==> src/rtl/ul_bfp_pkg.sv <==
// Shared defaults, FSM state type and helpers for the uplink BFP compressor.
package ul_bfp_pkg;
  localparam int IW_DEF     = 16;
  localparam int MW_DEF     = 9;
  localparam int NSC_DEF    = 12;
  localparam int EW_DEF     = 4;
  localparam int META_W_DEF = 24;
  localparam int MW_MIN     = 2;

  typedef enum logic {IDLE, COLLECT} state_t;

  // Position of the highest set bit plus one; 0 for an all-zero word.
  function automatic int bitlen(input logic [31:0] v);
    int n;
    n = 0;
    for (int i = 0; i < 32; i++)
      if (v[i]) n = i + 1;
    return n;
  endfunction

  function automatic logic [3:0] clamp_mw(input logic [3:0] mw, input int mw_max);
    logic [3:0] r;
    if (int'(mw) < MW_MIN)
      r = 4'(MW_MIN);
    else if (int'(mw) > mw_max)
      r = 4'(mw_max);
    else
      r = mw;
    return r;
  endfunction
endpackage

==> src/rtl/ul_bfp_quant.sv <==
// One IQ component: round-half-up shift by the block exponent, then saturate to mw bits.
// Two register stages, free-running (no flow control); sat flag only with UL_BFP_SAT_CNT_EN.
module ul_bfp_quant
  import ul_bfp_pkg::*;
#(
  parameter int IW = IW_DEF,
  parameter int MW = MW_DEF,
  parameter int EW = EW_DEF
) (
  input  logic                 clk,
  input  logic                 rst,
  input  logic signed [IW-1:0] x,
  input  logic [EW-1:0]        shift,
  input  logic [3:0]           mw,
  output logic [MW-1:0]        q
`ifdef UL_BFP_SAT_CNT_EN
  , output logic               sat
`endif
);
  localparam logic signed [IW:0] ONE_W = 1;
  localparam logic [MW-1:0]      ONE_M = 1;

  logic signed [IW:0] rnd, sh_val, s1_val, hi_w, lo_w;
  logic [3:0]         s1_mw, s1_sh;
  logic [MW-1:0]      hi_m, lo_m, q_nx;
  logic               over, under;

  // One guard bit keeps x + rounding constant exact before the arithmetic shift.
  always_comb begin
    rnd = '0;
    if (shift != '0)
      rnd = ONE_W <<< (shift - 1'b1);
    sh_val = ($signed({x[IW-1], x}) + rnd) >>> shift;
  end

  always_ff @(posedge clk) begin
    if (rst) begin
      s1_val <= '0;
      s1_mw  <= '0;
    end else begin
      s1_val <= sh_val;
      s1_mw  <= mw;
    end
  end

  always_comb begin
    s1_sh = s1_mw - 4'd1;
    hi_w  = (ONE_W <<< s1_sh) - ONE_W;
    lo_w  = -(ONE_W <<< s1_sh);
    hi_m  = (ONE_M << s1_sh) - ONE_M;
    lo_m  = -(ONE_M << s1_sh);
    over  = (s1_val > hi_w);
    under = (s1_val < lo_w);
    q_nx  = over ? hi_m : (under ? lo_m : s1_val[MW-1:0]);
  end

  always_ff @(posedge clk) begin
    if (rst) begin
      q <= '0;
`ifdef UL_BFP_SAT_CNT_EN
      sat <= 1'b0;
`endif
    end else begin
      q <= q_nx;
`ifdef UL_BFP_SAT_CNT_EN
      sat <= over | under;
`endif
    end
  end
endmodule

==> src/rtl/ul_bfp_compress_gen.sv <==
// Uplink BFP compressor: one shared exponent per NSC-sample block, LAT = NSC+4, no backpressure.
// Ping-pong banks accept back-to-back blocks; UL_BFP_SAT_CNT_EN builds the o_sat_cnt counter.
module ul_bfp_compress_gen
  import ul_bfp_pkg::*;
#(
  parameter int IW     = IW_DEF,
  parameter int MW     = MW_DEF,
  parameter int NSC    = NSC_DEF,
  parameter int EW     = EW_DEF,
  parameter int META_W = META_W_DEF
) (
  input  logic              clk,
  input  logic              rst,
  input  logic              i_vld,
  input  logic              i_sop,
  input  logic              i_eop,
  input  logic [2*IW-1:0]   i_din,
  input  logic [3:0]        i_mw,
  input  logic [META_W-1:0] i_meta,
  output logic              o_vld,
  output logic              o_sop,
  output logic              o_eop,
  output logic [2*MW-1:0]   o_dout,
  output logic [EW-1:0]     o_exp,
  output logic [META_W-1:0] o_meta,
  output logic              o_err,
  output logic [15:0]       o_sat_cnt
);
  localparam int CW = $clog2(NSC);

  state_t            state, state_nx;
  logic [CW-1:0]     cnt, wr_idx, rd_cnt;
  logic              wr_en, blk_done, blk_drop, last_ok;
  logic              wr_bank, done_q, done_bank, rd_act, rd_bank;
  logic [IW-1:0]     mag_i, mag_q, or_acc, or_nx, or_done;
  logic [3:0]        mw_wr, mw_cur, mw_done, mw_blk, mw0;
  logic [META_W-1:0] meta_wr, meta_cur, meta_done, meta_blk;
  logic [EW-1:0]     exp_blk, exp_nx, exp0;
  int                b_len;
  logic [2*IW-1:0]   mem [2][NSC];
  logic [2*IW-1:0]   dat0;
  logic              v0, sop0, eop0, v1, sop1, eop1, v2, sop2, eop2;
  logic [MW-1:0]     q_i, q_q;
`ifdef UL_BFP_SAT_CNT_EN
  logic              sat_i, sat_q;
  logic [16:0]       sat_sum;
`endif

  assign mag_i    = i_din[2*IW-1:IW] ^ {IW{i_din[2*IW-1]}};
  assign mag_q    = i_din[IW-1:0]    ^ {IW{i_din[IW-1]}};
  assign wr_idx   = (state == IDLE || i_sop) ? '0 : cnt;
  assign last_ok  = (wr_idx == CW'(NSC - 1));
  assign or_nx    = ((wr_idx == '0) ? '0 : or_acc) | mag_i | mag_q;
  assign mw_cur   = (wr_idx == '0) ? clamp_mw(i_mw, MW) : mw_wr;
  assign meta_cur = (wr_idx == '0) ? i_meta : meta_wr;

  always_ff @(posedge clk) begin
    if (rst) state <= IDLE;
    else     state <= state_nx;
  end

  // A new i_sop inside a block aborts it and restarts at index 0 in the same bank.
  always_comb begin
    state_nx = state;
    wr_en    = 1'b0;
    blk_done = 1'b0;
    blk_drop = 1'b0;
    case (state)
      IDLE: begin
        if (i_vld && i_sop) begin
          wr_en = 1'b1;
          if (i_eop) begin
            if (last_ok) blk_done = 1'b1;
            else         blk_drop = 1'b1;
          end else if (last_ok) blk_drop = 1'b1;
          else                  state_nx = COLLECT;
        end
      end
      COLLECT: begin
        if (!i_vld) begin
          blk_drop = 1'b1;
          state_nx = IDLE;
        end else begin
          wr_en = 1'b1;
          if (i_sop) blk_drop = 1'b1;
          if (i_eop) begin
            state_nx = IDLE;
            if (last_ok) blk_done = 1'b1;
            else         blk_drop = 1'b1;
          end else if (last_ok) begin
            state_nx = IDLE;
            blk_drop = 1'b1;
          end
        end
      end
      default: state_nx = IDLE;
    endcase
  end

  always_ff @(posedge clk) begin
    if (wr_en) mem[wr_bank][wr_idx] <= i_din;
  end

  always_ff @(posedge clk) begin
    if (rst) begin
      cnt       <= '0;
      or_acc    <= '0;
      mw_wr     <= '0;
      meta_wr   <= '0;
      wr_bank   <= 1'b0;
      done_q    <= 1'b0;
      or_done   <= '0;
      mw_done   <= '0;
      meta_done <= '0;
      done_bank <= 1'b0;
      o_err     <= 1'b0;
    end else begin
      o_err  <= blk_drop;
      done_q <= blk_done;
      if (wr_en) begin
        cnt     <= wr_idx + 1'b1;
        or_acc  <= or_nx;
        mw_wr   <= mw_cur;
        meta_wr <= meta_cur;
      end
      if (blk_done) begin
        or_done   <= or_nx;
        mw_done   <= mw_cur;
        meta_done <= meta_cur;
        done_bank <= wr_bank;
        wr_bank   <= ~wr_bank;
      end
    end
  end

  always_comb begin
    b_len  = bitlen(32'(or_done));
    exp_nx = (b_len + 1 > int'(mw_done)) ? EW'(b_len + 1 - int'(mw_done)) : '0;
  end

  // Block parameters change at most once per NSC cycles, so they stay stable until the block's o_sop.
  always_ff @(posedge clk) begin
    if (rst) begin
      rd_act   <= 1'b0;
      rd_cnt   <= '0;
      rd_bank  <= 1'b0;
      exp_blk  <= '0;
      mw_blk   <= '0;
      meta_blk <= '0;
    end else if (done_q) begin
      rd_act   <= 1'b1;
      rd_cnt   <= '0;
      rd_bank  <= done_bank;
      exp_blk  <= exp_nx;
      mw_blk   <= mw_done;
      meta_blk <= meta_done;
    end else if (rd_act) begin
      if (rd_cnt == CW'(NSC - 1)) rd_act <= 1'b0;
      else                        rd_cnt <= rd_cnt + 1'b1;
    end
  end

  always_ff @(posedge clk) begin
    dat0 <= mem[rd_bank][rd_cnt];
  end

  // exp/mw ride with each sample: the next block's exp_blk lands while this block's tail is in flight.
  always_ff @(posedge clk) begin
    if (rst) begin
      {v0, sop0, eop0, v1, sop1, eop1, v2, sop2, eop2} <= '0;
      exp0 <= '0;
      mw0  <= '0;
    end else begin
      v0   <= rd_act;
      sop0 <= rd_act && (rd_cnt == '0);
      eop0 <= rd_act && (rd_cnt == CW'(NSC - 1));
      exp0 <= exp_blk;
      mw0  <= mw_blk;
      {v1, sop1, eop1} <= {v0, sop0, eop0};
      {v2, sop2, eop2} <= {v1, sop1, eop1};
    end
  end

  ul_bfp_quant #(.IW(IW), .MW(MW), .EW(EW)) u_quant_i (
    .clk   (clk),
    .rst   (rst),
    .x     (dat0[2*IW-1:IW]),
    .shift (exp0),
    .mw    (mw0),
    .q     (q_i)
`ifdef UL_BFP_SAT_CNT_EN
    , .sat (sat_i)
`endif
  );

  ul_bfp_quant #(.IW(IW), .MW(MW), .EW(EW)) u_quant_q (
    .clk   (clk),
    .rst   (rst),
    .x     (dat0[IW-1:0]),
    .shift (exp0),
    .mw    (mw0),
    .q     (q_q)
`ifdef UL_BFP_SAT_CNT_EN
    , .sat (sat_q)
`endif
  );

  always_ff @(posedge clk) begin
    if (rst) begin
      o_vld  <= 1'b0;
      o_sop  <= 1'b0;
      o_eop  <= 1'b0;
      o_dout <= '0;
      o_exp  <= '0;
      o_meta <= '0;
    end else begin
      o_vld  <= v2;
      o_sop  <= sop2;
      o_eop  <= eop2;
      o_dout <= v2 ? {q_i, q_q} : '0;
      if (sop2) begin
        o_exp  <= exp_blk;
        o_meta <= meta_blk;
      end
    end
  end

`ifdef UL_BFP_SAT_CNT_EN
  assign sat_sum = {1'b0, o_sat_cnt} + 17'(sat_i) + 17'(sat_q);

  always_ff @(posedge clk) begin
    if (rst)     o_sat_cnt <= '0;
    else if (v2) o_sat_cnt <= sat_sum[16] ? 16'hFFFF : sat_sum[15:0];
  end
`else
  assign o_sat_cnt = '0;
`endif
endmodule

==> config.mk <==
export PLATFORM = sky130hd
export DESIGN_NAME = ul_bfp_compress_gen
export DESIGN_NICKNAME = d
export VERILOG_FILES = /design/src/rtl/ul_bfp_pkg.sv /design/src/rtl/ul_bfp_quant.sv /design/src/rtl/ul_bfp_compress_gen.sv
export SDC_FILE = /design/constraint.sdc
export NUM_CORES = 1
export LEC_CHECK = 0
export CAP_MARGIN = 15
export CORE_MARGIN = 3
export CORE_UTILIZATION = 52
export DETAILED_ROUTE_END_ITERATION = 8
export HOLD_SLACK_MARGIN = 0.05
export PLACE_DENSITY = 0.66
export REMOVE_ABC_BUFFERS = 1
export SYNTH_ARGS = -nofsm -noshare
export SYNTH_HDL_FRONTEND = slang
export SYNTH_SLANG_ARGS = --single-unit
==> constraint.sdc <==
create_clock -name clk -period 5 [get_ports clk]
set_clock_uncertainty 0.15 [all_clocks]
set_input_delay 0.75 -clock clk [delete_from_list [all_inputs] [get_ports clk]]
set_output_delay 0.75 -clock clk [all_outputs]
set_load 0.005 [all_outputs]
==> reports/qor.yml <==
sta:
  slew_viol_final: 0
  hold_viol: 0
  rsz0062_at_grt: "false"
  setup_tns_ns: 0
  period_needed_ns: 4.68
  setup_violations: 0
  fin_ws_ns: 0.322
  fmax_ghz: 0.214
  worst_pin_slew_ns: 1.27
  slew_headroom: 0.142
  timing.hold.ws_ns: 0.274
  period_share: 0.936
synthesis:
  synth_compound_area_frac: 0.0776
  synth_xor_area_frac: 0.0125
  async_flop_share: 0
  synth_edf_count: 768
  syn_area_per_cell_um2: 14.9
  synth_commonest_cells: "768 x edfxtp_1, 290 x dfxtp_1, 230 x nor2_1, 217 x mux4_2, 170 x mux2i_1"
  syn_inst: 3021
  netlist_area_um2: 45000
  synthDistinctLibCells: 83
  yosysWarnings: 0
  synth_seq_cells: 1058
  synth_top_family_by_area: "multiplexers"
  synth_mux_area_frac: 0.149
  synth_top_flop_cell: "edfxtp_1"
  synth_area_leader_cell: "edfxtp_1"
  synthAdderAreaFrac: 0.0339
  yosys.area_share.simple: 0.0602
  synthDominantCellAreaShare: 0.513
  ys_seq_area_frac: 0.642
  synthTopCellsByArea: "edfxtp_1 51%, dfxtp_1 13%, mux4_2 11%"
  synth_most_common_cell: "edfxtp_1"
clocking:
  clock-sinks: 1058
  post-cts-setup-buffers: 0
  clk_pin_slew_ns: 0.06
  hold_buffers: 0
  cts_tree: "built"
  cts_max_level: 3
  insertion_delay_ns: 0.68
  clockBufferDepth: 3
  cts_inserted_buffers: 105
  cts_root_buf: "clkbuf_16"
layout:
  syn_to_final_growth_pct: 14.5
  drive_above_1_share: 0.168
  final_nets: 3345
  final_area_um2: 51500
  nFillCells: 6486
setup_path:
  crit_path_end_kind: "register"
  critPathMaxStageDelay_ns: 0.60
  crit_required_ns: 5.42
  crit_path_cell_trace: "nor2_1 > nand2b_1 > buf_4 > ha_1 > nor2_1 > a22oi_1 > inv_1 > ha_1 > and4_1 > o21ai_0 > a21oi_1 > o21ai_0 > a31o_2 > or3b_2 > a31oi_1"
  worstPathArrival_ns: 5.10
  crit_type: "register to register"
  crit_family: "compound AO/OA/AOI/OAI gates"
  regToRegSetupSlack_ns: 0.32
  crit_buf_inv: 2
  start_kind: "register"
  cp_slowest_cell: "dfxtp_1"
  r2r-start: "u_quant_q.s1_mw[3]$_SDFF_PP0_"
  worstReg2RegEnd: "u_quant_i.q[1]$_SDFF_PP0_"
  critPathMaxFanout: 14
  r2r_cells: 15
die:
  rows: 107
  die_h_um: 300
  ios: 131
  core_um2: 85400
  die_w_um: 300
  start_util: 0.527
  dieArea_um2: 90100
placed_design:
  dp_hpwl_um: 71700
  pre_cts_slack_ns: 0.300
  portBuffers: 114
  dpl_cell_area_um2: 47800
  gp_congestion: 0.925
routing:
  routed_wl_um: 114000
  highest_layer: "met5"
  drc: 0
  met1_length_um: 48100
  ant_nets: 0
  viasPerCell: 6.08
  wl_per_cell_um: 25.9
  drt_first_pass_iters: 5
  met3WireLength_um: 6910
  routed-wl-met2_um: 55700
  vias: 26700
  drt_iter0_markers: 2432
power:
  power.share.switching: 0.207
  power_density_nw_per_um2: 356
  pwr-share-comb: 0.032
  power_mw: 18.3
  power.switching_mw: 3.80
  clock_power_share: 0.449
  p_seq_frac: 0.519
  vdd_drop_max_uv: 301
  power.leakage_nw: 17.7
  p_int_mw: 14.5
global_route:
  grt_use_total: 0.254
  grt_max_degree: 88
  grt_pass1_wl_um: 171000
  antenna_found_initial: 3
  gr-total-overflow: 0
  grt_pass1_vias: 26900
min_path:
  hp-class: "register to register"
  hold_depth: 1
  min_from: "u_quant_q.q[3]$_SDFF_PP0_"
  hold_end: "o_dout[3]$_SDFF_PP0_"
run:
  maxCapViolations: 0
run_status:
  status: "complete, no violations"
stage by stage:
stage          utilization  instances
2_1_floorplan            -       2849
4_1_cts              0.603       4395
5_1_grt              0.603       4397
3_5_place_dp         0.560       4197
6_report             0.603       4397
3_3_place_gp         0.560       4197
worst reg2reg max path, delay by kind of cell (launching register included):
kind | cells | cell delay (ns)
buf+inv | 2 | 0.31
fa+ha+maj | 2 | 0.76
flops | 1 | 0.60
simple gates | 5 | 1.27
compound gates | 6 | 1.50
per-layer routing:
| metal | GRT usage | vias to the layer above |
|---|---|---|
| met4 | 0.0755 | 2 |
| met1 | 0.351 | 13700 |
| met3 | 0.0383 | 184 |
| met2 | 0.420 | 933 |
| met5 | 0 | - |
| li1 | - | 11900 |
flip-flops by register name, indices dropped and copies added (netlist names), 17 cells and up, named ones only:
name and cells:
dat0 32, mem 768, meta_blk 24, meta_done 24, meta_wr 24, o_dout 18, o_meta 24, u_quant_i.s1_val 17
u_quant_q.s1_val 17
layout make-up:
cell class / instances / area (um^2) / share of cell area
antenna: 2 / 5.00 / 0.0000972
clock buffer: 134 / 2870 / 0.0557
clock inverter: 64 / 810 / 0.0157
inverter: 81 / 305 / 0.00593
multi-input combinational: 1710 / 15200 / 0.296
sequential: 1058 / 28900 / 0.561
tap: 1144 / 1430 / 0.0278
timing repair buffer: 204 / 1970 / 0.0383
logic make-up after synthesis:
group	Yosys count
buf+inv	271
compound gates	520
fa+ha+maj	120
flops	1058
other cells	2
mux	398
simple gates	588
xor+xnor	64
worst max-delay path by stage:
stage	end	from	cells past startpoint	slack, ns
6_report	u_quant_i.q[1]$_SDFF_PP0_	u_quant_q.s1_mw[3]$_SDFF_PP0_	15	0.32
5_1_grt	u_quant_i.q[6]$_SDFF_PP0_	u_quant_q.s1_mw[3]$_SDFF_PP0_	16	0.01
3_3_place_gp	u_quant_i.q[1]$_SDFF_PP0_	u_quant_q.s1_mw[3]$_SDFF_PP0_	15	0.21
3_5_place_dp	u_quant_i.q[1]$_SDFF_PP0_	u_quant_q.s1_mw[3]$_SDFF_PP0_	15	0.30
4_1_cts	u_quant_i.q[1]$_SDFF_PP0_	u_quant_q.s1_mw[3]$_SDFF_PP0_	15	0.23
2_1_floorplan	dat0[0]$_DFF_P_	register	4	-4.41
cells in the final DEF, fill, tap and decap left out, types with 18 or more instances in the layout:
cell type	n
o22ai_1	22
edfxtp_1	768
nor2_1	216
a21o_1	33
a21oi_1	137
o21a_1	18
nand3_1	31
o21ai_0	72
and2_1	27
clkbuf_16	105
dfxtp_1	286
inv_1	78
xor2_1	42
mux4_2	217
nand2_1	142
nor2b_1	40
mux2i_1	170
conb_1	20
xnor2_1	21
o211ai_1	22
a211oi_1	97
nor3_1	27
ha_1	117
buf_4	77
clkdlybuf4s50_1	111
power groups by stage:
stage	sequential, mW	combinational, mW	clock [mW]
floorplan	9.68	0.276	0
global placement	9.71	0.559	0
detailed placement	9.71	0.577	0
CTS	9.52	0.580	8.38
global route	9.52	0.639	8.73
finish	9.52	0.583	8.24
timing repair:
item / 4_1_cts / 5_1_grt
resized for setup: 0 / 4
setup endpoints to repair: 0 / 3
hold endpoints to repair: 0 / 0
(Power assumes the default switching activity.)
